--- src/rtl/ram_8x8_if.sv ---
// Bus for the 8x8 register-file RAM: write data/address/enable in, read data out.
// The same address serves both the synchronous write and the combinational read.
interface ram_8x8_if;
  logic [7:0] D;
  logic [7:0] Q;
  logic [2:0] addr;
  logic [0:0] we;

  modport master (output D, output addr, output we, input Q);
  modport slave  (input D, input addr, input we, output Q);
endinterface

--- src/rtl/ram_8x8.sv ---
// 8-word x 8-bit flop RAM: write lands on the rising edge, read is combinational (zero latency).
// No backpressure: a write is accepted every cycle; reset beats a same-cycle write.
module ram_8x8 (
  input  logic     clk,
  input  logic     rst,
  ram_8x8_if.slave bus
);

  logic [7:0] mem [8];
  logic [7:0] word_wen;

  // 3-to-8 decoder: one-hot write strobe for the addressed word
  always_comb begin
    word_wen = 8'h00;
    if (bus.we[0]) begin
      word_wen[bus.addr] = 1'b1;
    end
  end

  for (genvar w = 0; w < 8; w++) begin : g_word
    always_ff @(posedge clk) begin
      if (rst) begin
        mem[w] <= 8'h00;
      end else if (word_wen[w]) begin
        mem[w] <= bus.D;
      end
    end
  end

  // Unregistered read mux, so a write is visible straight after its edge
  assign bus.Q = mem[bus.addr];

endmodule

--- src/flat_wrapper.sv ---
// flat-port wrapper written by rule: the top's interface ports become plain ports
module ram_8x8_flat 
  (clk, rst, bus_D, bus_addr, bus_we, bus_Q);
  ram_8x8_if bus_i ();
  input  logic clk;
  input  logic rst;
  input wire logic [$bits(bus_i.D)-1:0] bus_D;
  input wire logic [$bits(bus_i.addr)-1:0] bus_addr;
  input wire logic [$bits(bus_i.we)-1:0] bus_we;
  output wire logic [$bits(bus_i.Q)-1:0] bus_Q;
  assign bus_i.D = bus_D;
  assign bus_i.addr = bus_addr;
  assign bus_i.we = bus_we;
  assign bus_Q = bus_i.Q;
  ram_8x8 u_core (.clk(clk), .rst(rst), .bus(bus_i));
endmodule
--- config.mk ---
export PLATFORM = sky130hd
export DESIGN_NAME = ram_8x8_flat
export DESIGN_NICKNAME = d
export VERILOG_FILES = /design/src/rtl/ram_8x8_if.sv /design/src/rtl/ram_8x8.sv /design/src/flat_wrapper.sv
export SDC_FILE = /design/constraint.sdc
export NUM_CORES = 1
export LEC_CHECK = 0
export CORE_UTILIZATION = 60
export DETAILED_ROUTE_END_ITERATION = 10
export MAX_ROUTING_LAYER = met4
export PLACE_DENSITY = 0.84
export SYNTH_ARGS = -nofsm -noshare
export SYNTH_HDL_FRONTEND = slang
export SYNTH_SLANG_ARGS = --single-unit
--- constraint.sdc ---
create_clock -name clk -period 3.6 [get_ports clk]
set_clock_uncertainty 0.2 [all_clocks]
set_input_delay 0.54 -clock clk [delete_from_list [all_inputs] [get_ports clk]]
set_output_delay 0.54 -clock clk [all_outputs]
set_load 0.01 [all_outputs]
=== After elaboration in Yosys (flattened, before gate mapping) ===
Memories as Yosys holds them, arrays and structs flattened.
Cells that the tools add are included.
Widths: inputs -> output; s select.

* Register bits after elaboration: 0
* Bits in writable memories: 64
* Input port bits: 14
* Output and inout bits: 8
* Logic and storage cells: 49
* Memories: 1

{| class="wikitable"
|+ Memories
! name !! words !! bits a word !! rd ports !! clocked after Yosys merged registers in !! wr ports !! line !! RTL
|-
| u_core.mem || 8 || 8 || 1 || 0 || 8 || ram_8x8.sv:9 || <nowiki>logic [7:0] mem [8];</nowiki>
|}

* Order comparisons: 2
* Mux-type cells: 37
* Bitwise logic cells: 8
* Reductions and logical operators: 1

{| class="wikitable"
|+ Operators by type and width
! cell !! number
|-
| $mux 8 || 9
|-
| $mux 1 || 27
|-
| $or 1x1->1 || 8
|-
| $lt 3x4->1 const B || 1
|-
| $demux 1 s3 || 1
|-
| $ge 3x1->1 const B || 1
|-
| $logic_and 1x1->1 || 1
|}

=== Longest topological paths before layout ===
Gate-level depths: netlist of the first run.

* Depth in word-level cells: 9
* Gate-level depth with buffers: 5
* Depth with buffers taken out: 4

=== Worst setup path after synthesis of the first run ===
No wires, ideal clock.

* Path kind: input-to-output
* Start: input bus_addr[0]
* End: output bus_Q[4]
* Arrival: 1.472 ns
* Required time: 2.860 ns
* Setup slack: 1.388 ns
* Stages on the path: 3
* Buffers on the path: 1
* Path through: buf_6 -> mux4_1 -> mux2_2

* Cells in the longest elaborated chain, start to end: 1

{| class="wikitable"
|+ Ends and longest elaborated chain
! what !! line !! RTL
|-
| start, declared || flat_wrapper.sv:8 || <nowiki>input wire logic [$bits(bus_i.addr)-1:0] bus_addr;</nowiki>
|-
| $mem_v2 8x8 || - ||
|-
| end, declared || flat_wrapper.sv:10 || <nowiki>output wire logic [$bits(bus_i.Q)-1:0] bus_Q;</nowiki>
|}

Every way passes these cells.

=== Worst setup path after layout of the first run ===
* Start: input bus_addr[0]
* End: output bus_Q[5]

Same word-level chain as after synthesis.

==> results of run 1 <==
==> power groups by stage <==
stage / Clock [mW] / Combinational [mW] / Sequential [mW]
global placement: 0 / 0.164 / 0.896
global route: 0.519 / 0.180 / 0.886
detailed placement: 0 / 0.167 / 0.899
floorplan: 0 / 0.0943 / 0.891
CTS: 0.494 / 0.168 / 0.883
finish: 0.484 / 0.167 / 0.883
==> layout make-up <==
type,instances,area [µm²]
clock buffers,9,124
inverters,2,7.51
clock inverters,6,27.5
flip-flops and latches,64,1920
well taps,67,83.8
repair buffers,28,288
fillers,336,1300
multi-input cells,133,1060
==> cell usage after synthesis <==
cell type / instances / share of area, %
o211ai_1: 1 / 0.25
o21bai_1: 3 / 0.74
or3_1: 1 / 0.21
o21ai_0: 2 / 0.33
edfxtp_1: 64 / 63
and2_1: 64 / 13
mux4_2: 1 / 0.74
a211oi_1: 1 / 0.25
o221ai_1: 1 / 0.29
buf_6: 1 / 0.37
mux2_2: 2 / 0.74
mux2i_1: 5 / 1.6
nand2_1: 19 / 2.3
nand2b_1: 1 / 0.21
and2b_1: 1 / 0.25
or2_1: 1 / 0.21
nand3b_1: 2 / 0.49
mux4_1: 11 / 9.5
a21o_1: 1 / 0.25
o22ai_1: 1 / 0.21
and4_1: 1 / 0.29
a21oi_1: 1 / 0.16
nor3_2: 2 / 0.66
a31o_2: 4 / 1.1
buf_2: 2 / 0.33
buf_12: 1 / 0.66
inv_1: 2 / 0.25
clkbuf_1: 3 / 0.37
buf_4: 1 / 0.25
nor2_1: 7 / 0.86
==> worst min-delay path by stage <==
| stage | start | end | slack [ns] | cells past startpoint |
|---|---|---|---|---|
| CTS | bus_D[4] | u_core.mem[3][4]$_SDFFCE_PN0P_ | 0.81 | 2 |
| floorplan | bus_D[0] | u_core.mem[0][0]$_SDFFCE_PN0P_ | 0.54 | 1 |
| detailed placement | bus_D[4] | u_core.mem[3][4]$_SDFFCE_PN0P_ | 1.16 | 2 |
| finish | bus_D[4] | u_core.mem[3][4]$_SDFFCE_PN0P_ | 0.82 | 2 |
| global route | bus_D[4] | u_core.mem[1][4]$_SDFFCE_PN0P_ | 0.84 | 2 |
| global placement | bus_D[4] | u_core.mem[1][4]$_SDFFCE_PN0P_ | 1.16 | 2 |
==> layer usage <==
layer / GRT usage [%] / vias to the layer above / wire length (µm) / share of wire, %
met4: 14.3 / 0 / 192 / 3.3
met1: 32.2 / 852 / 2320 / 39
met3: 8.78 / 16 / 440 / 7.5
li1: - / 833 / - / -
met5: - / - / 0 / 0
met2: 39.3 / 80 / 2930 / 50
==> per-stage QoR <==
| step | cell area (µm²) | power, mW | std cells |
|---|---|---|---|
| detailed placement | 3360 | 1.07 | 294 |
| CTS | 3510 | 1.54 | 309 |
| floorplan | 3050 | 0.985 | 207 |
| global placement | 3360 | 1.06 | 294 |
| finish | 3510 | 1.53 | 309 |
| global route | 3510 | 1.59 | 309 |
==> critical path, stage by stage <==
cell             delay [ns]
clkdlybuf4s50_1        0.52
buf_12                 0.21
mux4_1                 0.58
mux2_2                 0.29
clkdlybuf4s50_1        0.48
==> cells by family (layout without fill, tap and decap cells) <==
| group | Yosys count | in the layout | share of synthesized area, % |
|---|---|---|---|
| buf+inv | 10 | 45 | 2.21 |
| compound gates | 15 | 15 | 3.61 |
| mux | 19 | 19 | 12.6 |
| simple gates | 99 | 99 | 18.6 |
| flops | 64 | 64 | 63.0 |
==> flow_metrics.py, run 1 <==
metrics = {
    "timing": {
        "slew_headroom_pct": 57.5,
        "rsz0062_at_grt": "false",
        "fin_ws_ns": 0.244,
        "hold_viol": 0,
        "slew_viol_final": 0,
        "setup_viol": 0,
        "post-route-period-util_pct": 93.2,
        "period_needed_ns": 3.36,
        "fin_tns_setup_ns": 0,
        "whs_ns": 0.821,
        "tightest_slew_ns": 0.635,
        "max_clock_freq_mhz": 298,
    },
    "power": {
        "p_clk_share_pct": 31.6,
        "netSwitchingFraction_pct": 22.5,
        "power_frac_seq_pct": 57.6,
        "internal-power_mw": 1.19,
        "leakagePower_nw": 1.31,
        "p_per_area_nw_per_um2": 437,
        "peakVddDrop_mv": 0.305,
        "combPwrFrac_pct": 10.9,
        "switchingPower_mw": 0.345,
    },
    "global_routing": {
        "groute.usage.overall_pct": 26.4,
        "antenna_found_initial": 0,
        "overflow": 0,
        "grt_pass1_vias": 1789,
        "grt_max_degree": 26,
        "grt_pass1_wl_mm": 9.14,
    },
    "setup_path": {
        "worstSetupStartpoint": "bus_addr[0]",
        "cp-end-kind": "output port",
        "critical_path_arrival_ns": 2.62,
        "worstPathRequired_ns": 2.86,
        "crit_type": "input port to output port",
        "critPathLaunchType": "input port",
        "endpoint": "bus_Q[5]",
        "path_max_fanout": 25,
    },
    "floorplan": {
        "die_area_um2": 5380,
        "ios": 22,
        "die_x_um": 73.3,
        "initial_core_util_pct": 63.4,
        "num_rows": 25,
        "core_um2": 4820,
        "die_h_um": 73.3,
    },
    "cts": {
        "cts-root-buf": "clkbuf_8",
        "cts.sinks": 64,
        "tritoncts": "yes",
        "cts_max_path_buffers": 2,
        "holdBufCountCts": 0,
        "postCtsSetupBuffers": 0,
        "cts_htree_levels": 3,
        "cts_made_buffers": 9,
        "cts.clk_slew.worst_paths_ns": 0.06,
        "cts_resized": 0,
    },
    "job": {
        "maxCapViolations": 0,
    },
    "cells_and_area": {
        "drive_above_1_share_pct": 12.0,
        "n_antenna_cell": 0,
        "largest_register_ffs": 64,
        "final_nets": 252,
        "largest_registers": "u_core.mem (64)",
        "syn_to_final_growth_pct": 15.2,
        "utilization_pct": 73.0,
        "regMostFlops": "u_core.mem",
        "mostFrequentLayoutCells": "and2_1 (64), edfxtp_1 (64), clkdlybuf4s50_1 (21), nand2_1 (19), mux4_1 (11)",
    },
    "detailed_routing": {
        "wirelength_mm": 5.88,
        "drc": 0,
        "viasPerCell": 5.76,
        "vias": 1781,
        "routedWlPerCell_um": 19.0,
        "ant_nets": 0,
        "drt_iter0_drc": 131,
        "first_pass_iters": 4,
    },
    "status": {
        "outcome": "complete, no violations",
    },
    "synth": {
        "syn-cell-area_um2": 3050,
        "ys_seq_area_share_pct": 63.0,
        "syn_inst": 207,
        "synth.avg_cell_area_um2": 14.7,
        "synth_fp_nets": 221,
        "ys_warn_count": 0,
        "synth-seq-cells": 64,
        "yosysUniqueCellTypes": 30,
    },
    "hold_path": {
        "hold_path_class": "input port to flip-flop",
    },
    "placement": {
        "gp_congestion": 0.783,
        "place_ws_ns": 0.234,
        "dp_hpwl_mm": 4.02,
        "io_buffers": 21,
    },
}
Note: power is estimated with default switching activity, not from simulation.
==> run 2: changes to the inputs <==
--- a/config.mk
+++ b/config.mk
@@ -8,2 +8,3 @@
 export CORE_UTILIZATION = 60
+export CTS_CLUSTER_SIZE = 16
 export DETAILED_ROUTE_END_ITERATION = 10
--- a/constraint.sdc
+++ b/constraint.sdc
@@ -4,2 +4,2 @@
 set_output_delay 0.54 -clock clk [all_outputs]
-set_load 0.01 [all_outputs]
+set_load 0.005 [all_outputs]
==> run 2 against run 1 <==
  * Clock power up 16%
  * Die area stayed put
  * Critical path depth is the same
  * First-iteration DRC count up 0.76%
  * Global-route usage is 0.73 points higher
  * Highest routed layer unchanged
==> flow_metrics.py, run 2 (synthesized netlist as in run 1, its figures left out) <==
metrics = {
    "detailed_routing": {
        "drt_iter0_drc": 132,
        "drc": 0,
        "wirelength_mm": 6.09,
        "ant_nets": 0,
        "viasPerCell": 5.82,
        "vias": 1798,
        "routedWlPerCell_um": 19.7,
        "first_pass_iters": 4,
    },
    "cells_and_area": {
        "final_nets": 251,
        "mostFrequentLayoutCells": "and2_1 (64), edfxtp_1 (64), clkdlybuf4s50_1 (21), nand2_1 (19), mux4_1 (11)",
        "n_antenna_cell": 0,
        "regMostFlops": "u_core.mem",
        "syn_to_final_growth_pct": 16.2,
        "largest_register_ffs": 64,
        "final_area_um2": 3550,
        "largest_registers": "u_core.mem (64)",
        "drive_above_1_share_pct": 11.2,
        "fin_cells": 309,
    },
    "setup_path": {
        "cp_common_cell": "clkdlybuf4s50_1",
        "crit_type": "input port to output port",
        "path_cells": "clkdlybuf4s50_1 > buf_12 > mux4_1 > mux2_2 > clkdlybuf4s50_1",
        "cp-end-kind": "output port",
        "critPathLaunchType": "input port",
        "cp_slowest_cell": "mux4_1",
        "critical_path_arrival_ns": 2.59,
        "worstPathRequired_ns": 2.86,
        "cpPeakStageDelay_ns": 0.60,
        "path_max_fanout": 25,
    },
    "placement": {
        "dp_hpwl_mm": 3.98,
        "gp_congestion": 0.878,
        "io_buffers": 21,
        "dp.cells": 293,
        "dpl_cell_area_um2": 3370,
        "place_ws_ns": 0.305,
    },
    "timing": {
        "fin_ws_ns": 0.274,
        "post-route-period-util_pct": 92.4,
        "period_needed_ns": 3.33,
        "fin_tns_setup_ns": 0,
        "rsz0062_at_grt": "false",
        "setup_viol": 0,
        "hold_viol": 0,
        "slew_viol_final": 0,
        "max_clock_freq_mhz": 301,
        "tightest_slew_ns": 0.561,
        "slew_headroom_pct": 62.5,
    },
    "cts": {
        "cts.sinks": 64,
        "cts_htree_levels": 3,
        "cts.clk_slew.worst_paths_ns": 0.06,
        "cts-root-buf": "clkbuf_8",
        "tritoncts": "yes",
        "postCtsSetupBuffers": 0,
        "cts_max_path_buffers": 2,
        "cts_made_buffers": 9,
        "cts_resized": 0,
        "holdBufCountCts": 0,
    },
    "status": {
        "outcome": "complete, no violations",
    },
    "global_routing": {
        "grt_pass1_wl_mm": 9.28,
        "groute.usage.overall_pct": 27.2,
        "grt_max_degree": 26,
        "grt_pass1_vias": 1798,
        "overflow": 0,
        "antenna_found_initial": 0,
    },
    "hold_path": {
        "min_from": "bus_D[4]",
        "min_to": "u_core.mem[0][4]$_SDFFCE_PN0P_",
        "hold_path_class": "input port to flip-flop",
        "hold_path_depth": 2,
    },
    "floorplan": {
        "die_area_um2": 5380,
        "initial_core_util_pct": 63.4,
        "ios": 22,
        "die_h_um": 73.3,
        "num_rows": 25,
        "core_um2": 4820,
        "die_x_um": 73.3,
    },
    "power": {
        "power_mw": 1.61,
        "leakagePower_nw": 1.31,
        "p_per_area_nw_per_um2": 454,
        "peakVddDrop_mv": 0.369,
    },
    "job": {
        "maxCapViolations": 0,
    },
}
## run 2: layout make-up
class / count / area, µm²
Fill cell: 320 / 1270
Timing Repair Buffer: 27 / 293
Clock inverter: 5 / 47.5
Tap cell: 67 / 83.8
Sequential cell: 64 / 1920
Inverter: 2 / 7.51
Multi-Input combinational cell: 133 / 1060
Clock buffer: 11 / 131
## run 2: stage by stage
stage / hold WS [ns] / utilization (%)
finish: 0.850 / 73.6
global route: 0.879 / 73.6
CTS: 0.833 / 73.6
detailed placement: 1.19 / 69.9
global placement: 1.16 / 69.9
floorplan: 0.538 / -
## run 2: routing by layer
layer / share of wire [%] / GRT usage (%) / up-vias
met2: 52 / 43.0 / 68
met3: 5.7 / 6.17 / 18
li1: - / - / 834
met1: 39 / 31.8 / 878
met5: 0 / - / -
met4: 3.2 / 16.7 / 0
## run 2: how the worst max path moves through the flow
stage	endpoint	startpoint	slack, ns
floorplan	bus_Q[4]	bus_addr[0]	1.41
global placement	bus_Q[4]	bus_addr[0]	0.32
detailed placement	bus_Q[4]	bus_addr[0]	0.30
CTS	bus_Q[5]	bus_addr[0]	0.26
global route	bus_Q[5]	bus_addr[0]	0.22
finish	bus_Q[5]	bus_addr[0]	0.27
## run 2: worst max-delay path, delay by kind of cell
kind / cells / cell delay [ns]
buf+inv: 3 / 1.15
mux: 2 / 0.89
## run 2: power by group
part / total, mW / leakage, nW / internal, mW / switching [mW]
clock network: 0.562 / 0.0922 / 0.313 / 0.249
registers: 0.883 / 0.619 / 0.869 / 0.0138
logic: 0.165 / 0.604 / 0.0846 / 0.0802
==> run 3: changes to the inputs <==
- ABC_AREA: not set -> 1
- GPL_TIMING_DRIVEN: not set -> 0
==> run 3 against run 2 <==
  * Final cell count grew 51%
  * Wire length up 8.3%
  * Synthesized cell count up 76%
  * Setup slack gained 0.17 ns
  * Sequential power is essentially flat
  * Via count up 33%
  * Flip-flop and latch count unchanged
  * Total power is 3.7% lower
  * Non-clock buffer count grew 3
  * Largest cell class unchanged
  * Die area up 3.2%
  * Design area grew 1.1%
  * Hold slack worse by 0.25 ns
==> flow_metrics.py, run 3 <==
metrics = {
    "status": {
        "outcome": "complete, no violations",
    },
    "cts": {
        "cts.sinks": 64,
        "holdBufCountCts": 0,
        "postCtsSetupBuffers": 0,
        "cts_max_path_buffers": 2,
        "cts.clk_slew.worst_paths_ns": 0.06,
        "cts-root-buf": "clkbuf_8",
        "cts_htree_levels": 3,
        "tritoncts": "yes",
        "cts_resized": 0,
        "cts_made_buffers": 9,
    },
    "timing": {
        "period_needed_ns": 3.16,
        "slew_viol_final": 0,
        "hold_viol": 0,
        "setup_viol": 0,
        "tightest_slew_ns": 1.03,
        "fin_ws_ns": 0.445,
        "post-route-period-util_pct": 87.6,
        "fin_tns_setup_ns": 0,
        "whs_ns": 0.598,
        "slew_headroom_pct": 30.4,
        "rsz0062_at_grt": "false",
        "max_clock_freq_mhz": 317,
    },
    "synth": {
        "ys.flop_type": "edfxtp_1",
        "ys_warn_count": 0,
        "synth-seq-cells": 64,
        "yosysTopAreaCellShare_pct": 61.0,
        "synth_top_area_cell": "edfxtp_1",
        "synthArstFlopShare_pct": 0,
        "ys_seq_area_share_pct": 61.0,
        "synth_common_cells": "nand2_1 (149), nor2_1 (65), edfxtp_1 (64)",
        "synth_edf_count": 64,
        "yosysMostFrequentCell": "nand2_1",
        "yosys-top-cells-area": "edfxtp_1 (61%), nand2_1 (18%), nor2_1 (7.7%)",
        "yosysUniqueCellTypes": 15,
        "synth_fp_nets": 378,
        "syn_inst": 364,
        "syn-cell-area_um2": 3150,
        "synth.avg_cell_area_um2": 8.66,
    },
    "setup_path": {
        "crit_type": "input port to output port",
        "cpPeakStageDelay_ns": 0.63,
        "critical_path_arrival_ns": 2.42,
        "critPathLaunchType": "input port",
        "path_cells": "clkdlybuf4s50_1 > inv_2 > nor2_2 > buf_6 > nand3_1 > nand2_1 > inv_1 > nand2_1 > clkdlybuf4s50_1",
        "cp-end-kind": "output port",
        "path_max_fanout": 10,
        "crit_cells": 9,
        "cp_slowest_cell": "clkdlybuf4s50_1",
        "worstPathRequired_ns": 2.86,
        "crit_buf_inv": 5,
        "crit_family": "buffers and inverters",
    },
    "cells_and_area": {
        "multiInputGateArea_um2": 985,
        "final_area_um2": 3580,
        "largest_registers": "u_core.mem (64)",
        "n_antenna_cell": 0,
        "fillers": 403,
        "utilization_pct": 70.6,
        "drive_above_1_share_pct": 7.79,
        "regMostFlops": "u_core.mem",
        "largest_register_ffs": 64,
        "fin_cells": 468,
        "layout.area.seq_um2": 1920,
        "final_nets": 409,
        "final_common_cell": "nand2_1",
        "syn_to_final_growth_pct": 13.7,
        "mostFrequentLayoutCells": "nand2_1 (149), nor2_1 (65), edfxtp_1 (64), inv_1 (46), clkdlybuf4s50_1 (20)",
    },
    "global_routing": {
        "antenna_found_initial": 0,
        "grt_max_degree": 11,
        "overflow": 0,
        "grt_pass1_wl_mm": 10.4,
        "groute.usage.overall_pct": 27.8,
        "grt_pass1_vias": 2133,
    },
    "hold_path": {
        "hold_path_depth": 4,
        "hold_path_class": "input port to flip-flop",
    },
    "placement": {
        "dpl_cell_area_um2": 3440,
        "io_buffers": 20,
        "gp_congestion": 0.951,
        "dp.cells": 454,
        "dp_hpwl_mm": 4.64,
        "place_ws_ns": 0.484,
    },
    "detailed_routing": {
        "drc": 0,
        "first_pass_iters": 5,
        "drt_iter0_drc": 248,
        "viasPerCell": 5.10,
        "ant_nets": 0,
        "wirelength_mm": 6.60,
        "vias": 2385,
        "routedWlPerCell_um": 14.1,
    },
    "floorplan": {
        "core_um2": 5070,
        "ios": 22,
        "die_h_um": 74.5,
        "die_area_um2": 5550,
        "die_x_um": 74.5,
        "num_rows": 26,
        "initial_core_util_pct": 62.1,
    },
    "power": {
        "netSwitchingFraction_pct": 24.2,
        "power_mw": 1.55,
        "peakVddDrop_mv": 0.287,
        "internal-power_mw": 1.18,
        "p_clk_share_pct": 31.0,
        "p_per_area_nw_per_um2": 433,
        "power_frac_seq_pct": 56.9,
        "leakagePower_nw": 1.65,
        "switchingPower_mw": 0.375,
        "combPwrFrac_pct": 12.1,
    },
    "job": {
        "maxCapViolations": 0,
    },
}
[run 3: cell types whose count changed after synthesis, sizes merged, moves of 4 or more]
| cell | previous run | this run |
|---|---|---|
| a31o | 4 | 0 |
| and2 | 64 | 0 |
| inv | 2 | 50 |
| mux2i | 5 | 0 |
| mux4 | 12 | 0 |
| nand2 | 19 | 149 |
| nand3 | 0 | 22 |
| nor2 | 7 | 68 |
[run 3: kinds of logic (layout without fill, tap and decap cells)]
group / Yosys count / in the layout / synth area share, %
DFF: 64 / 64 / 61.0
buffers and inverters: 60 / 94 / 7.82
and+or+nand+nor: 239 / 239 / 31.1
AOI/OAI and AO/OA: 1 / 1 / 0.159
[run 3: final cells by class]
cell class / instances / share of cell area [%]
multi-input combinational: 240 / 27.5
timing repair buffer: 20 / 5.58
sequential: 64 / 53.6
tap: 70 / 2.44
buffer: 10 / 1.64
clock inverter: 2 / 0.244
clock buffer: 12 / 3.77
inverter: 50 / 5.24
[run 3: final timing paths]
kind	startpoint	end	slack [ns]
hold / removal	bus_addr[0]	u_core.mem[6][6]$_SDFFCE_PN0P_	0.60
setup / recovery	bus_addr[2]	bus_Q[0]	0.44
[run 3: worst min-delay path: cells and delay by family]
kind,cells,cell delay (ns)
simple gates,3,0.28
buf+inv,1,0.14
[run 3: power by group through the flow]
stage	clock [mW]	sequential [mW]	combinational, mW
5_1_grt	0.513	0.887	0.209
2_1_floorplan	0	0.894	0.112
4_1_cts	0.485	0.883	0.185
3_5_place_dp	0	0.898	0.184
3_3_place_gp	0	0.896	0.180
6_report	0.482	0.882	0.187
[run 3: metal layers]
metal	global-route usage, %	vias up	share of wire (%)
li1	-	1185	-
met1	37.7	1043	42
met2	37.8	131	45
met3	5.69	26	9.2
met4	18.2	0	4.5
met5	-	-	0
==> edit: new RTL, settings of run 3 <==
Reset style: asynchronous (`rst`), changed in one clocked block.
--- a/src/rtl/ram_8x8.sv
+++ b/src/rtl/ram_8x8.sv
@@ -20,3 +20,3 @@
   for (genvar w = 0; w < 8; w++) begin : g_word
-    always_ff @(posedge clk) begin
+    always_ff @(posedge clk or posedge rst) begin
       if (rst) begin
Function: differs if rst is asserted again (counterexample within 4 cycles, from zero or initial values and one cycle with rst high); with rst held inactive, the same outputs for 10 cycles.
==> edit against run 3 <==
  * Routed wire length rose by 23%
  * Sequential cell count is the same
  * Die area grew 5.8%
  * Final cell count rose by 16%
  * Worst setup slack worse by 0.085 ns
  * Area after synthesis increased by 5.9%
  * Final area is 7.3% higher
  * Highest routed layer unchanged
Power is not compared: it rests on default switching activity, and its combinational part moved more than twofold at a synthesized area within 25%.
==> edit: results (changes against run 3) <==
* CP max FO at 10 (unchanged)
* H-tree levels at 3 (unchanged)
* GRT Overall Usage at 0.311 (+0.0334)
* CP max-delay cell: clkdlybuf4s50_1
* Via count at 2896 (+21%)
* Antenna Violating Nets Remaining at 0 (unchanged)
* Initial antenna violation count at 0 (unchanged)
* Share of cells above drive strength 1 at 0.142 (+0.0641)
* Worst ir drop on vdd at 246 uV
* Wirelength per Cell at 14.9 um (+6.0%)
* Syn nets at 449 (+19%)
* Clock latency on the worst-skew pair at 0.34 ns
* Hold crit path type: register to register
* Post-CTS Resized at 0 (unchanged)
* Post-synth top cells: nand2_1, inv_1, dfrtp_1
* IO buf count at 20 (unchanged)
* CTS buffer count at 9 (unchanged)
* Top cells by area, synth: dfrtp_1, nand2_1, inv_1
* Status: complete, no violations
* Nets at 481 (+18%)
* Post-DP HPWL at 5290 um (+14%)
* Root buffer cell: clkbuf_8
* Critical Path AT at 2.50 ns (+0.08 ns)
* Pre-Repair DR Iteration Count at 5 (unchanged)
* Slew HR at 0.630 (+0.325)
* Clock slew at reported path FFs at 0.07 ns
* Setup repair bufs after CTS at 0 (unchanged)
* Largest net degree at the start of global routing at 40 (+29)
* Asr flop ratio synth at 1.00 (+1.00)
* Synth cell types at 19 (+4)
* CP max stage delay at 0.67 ns (+0.04 ns)
* Global-route wire length before repair at 13300 um (+29%)
* Clock tree buffer depth at 2 (unchanged)
* GP Congestion at 0.897 (-5.6%)
* Initial DRC Count at 335 (+35%)
* Sequential share of the synthesized area at 0.480 (-0.130)
* Static leakage at 2.09 nW
* Yosys warnings at 0 (unchanged)
* Largest registers: u_core.mem (64)
* Fillers at 394 (-2.2%)
* Vias in the first global route at 2709 (+27%)
* Number of diodes at 0 (unchanged)
* Top delay family on crit path: buffers and inverters
-- edit: cell count changes after synthesis, moves of 3 or more --
cell | before | now
nand2_2 | 0 | 3
nand3_2 | 5 | 0
edfxtp_1 | 64 | 0
o21ai_1 | 0 | 24
buf_6 | 1 | 5
nand2_4 | 0 | 5
nand3_1 | 16 | 31
nand2_1 | 149 | 154
o21ai_0 | 1 | 17
inv_1 | 46 | 89
dfrtp_1 | 0 | 64
nor2_1 | 65 | 1
o21ai_2 | 0 | 22
-- edit: logic make-up (layout without fill, tap and decap cells) --
group,Yosys count,after routing,synth area share
and+or+nand+nor,199,199,0.263
buffers and inverters,108,145,0.137
DFF,64,64,0.480
AOI/OAI and AO/OA,64,64,0.121
-- edit: power breakdown --
group	internal [mW]	switching [mW]	leakage, nW
Combinational	0.171	0.247	1.19
Sequential	0.855	0.0705	0.801
Clock	0.356	0.279	0.103
-- edit: path summary, 6_finish.rpt --
kind | from | cells after the start | slack (ns) | to
setup / recovery | bus_addr[1] | 8 | 0.36 | bus_Q[1]
hold / removal | u_core.mem[24]$_DFFE_PP0P_ | 2 | 0.28 | u_core.mem[24]$_DFFE_PP0P_
setup reg to reg | u_core.mem[61]$_DFFE_PP0P_ | 2 | 2.71 | u_core.mem[61]$_DFFE_PP0P_
hold reg to reg | u_core.mem[24]$_DFFE_PP0P_ | 2 | 0.28 | u_core.mem[24]$_DFFE_PP0P_
max in group asynchronous | rst | 3 | 2.24 | u_core.mem[60]$_DFFE_PP0P_
min in group asynchronous | rst | 2 | 0.36 | u_core.mem[43]$_DFFE_PP0P_
-- edit: layout make-up --
cell class,instances,area (um2),share of cell area
Buffer,15,108,0.0280
Clock buffer,13,159,0.0413
Sequential cell,64,1600,0.416
Tap cell,70,87.6,0.0228
Inverter,93,350,0.0911
Multi-Input combinational cell,263,1280,0.333
Clock inverter,3,40.0,0.0104
Timing Repair Buffer,21,220,0.0573
-- edit: worst min-delay path, delay by kind of cell, from the launching register on --
kind,cells,cell delay [ns]
and+or+nand+nor,1,0.06
AOI/OAI and AO/OA,1,0.05
DFF,1,0.34
-- edit: layer usage --
layer	global-route usage	vias to the layer above	part of all wire
met5	-	-	0
met1	0.409	1387	0.42
met2	0.480	113	0.48
li1	-	1375	-
met4	0.146	0	0.028
met3	0.0431	21	0.066
-- edit: stage by stage --
| step | cells | total power, mW | worst slack, ns | hold slack [ns] | cell area [um2] |
|---|---|---|---|---|---|
| after CTS | 542 | 1.97 | 0.407 | 0.285 | 3850 |
| after detailed placement | 526 | 1.34 | 0.446 | 0.268 | 3650 |
| after global routing | 542 | 2.08 | 0.270 | 0.300 | 3850 |
| after floorplan | 435 | 1.21 | 1.26 | 0.253 | 3340 |
| final | 542 | 1.98 | 0.359 | 0.281 | 3850 |
| after global placement | 525 | 1.32 | 0.213 | 0.264 | 3630 |
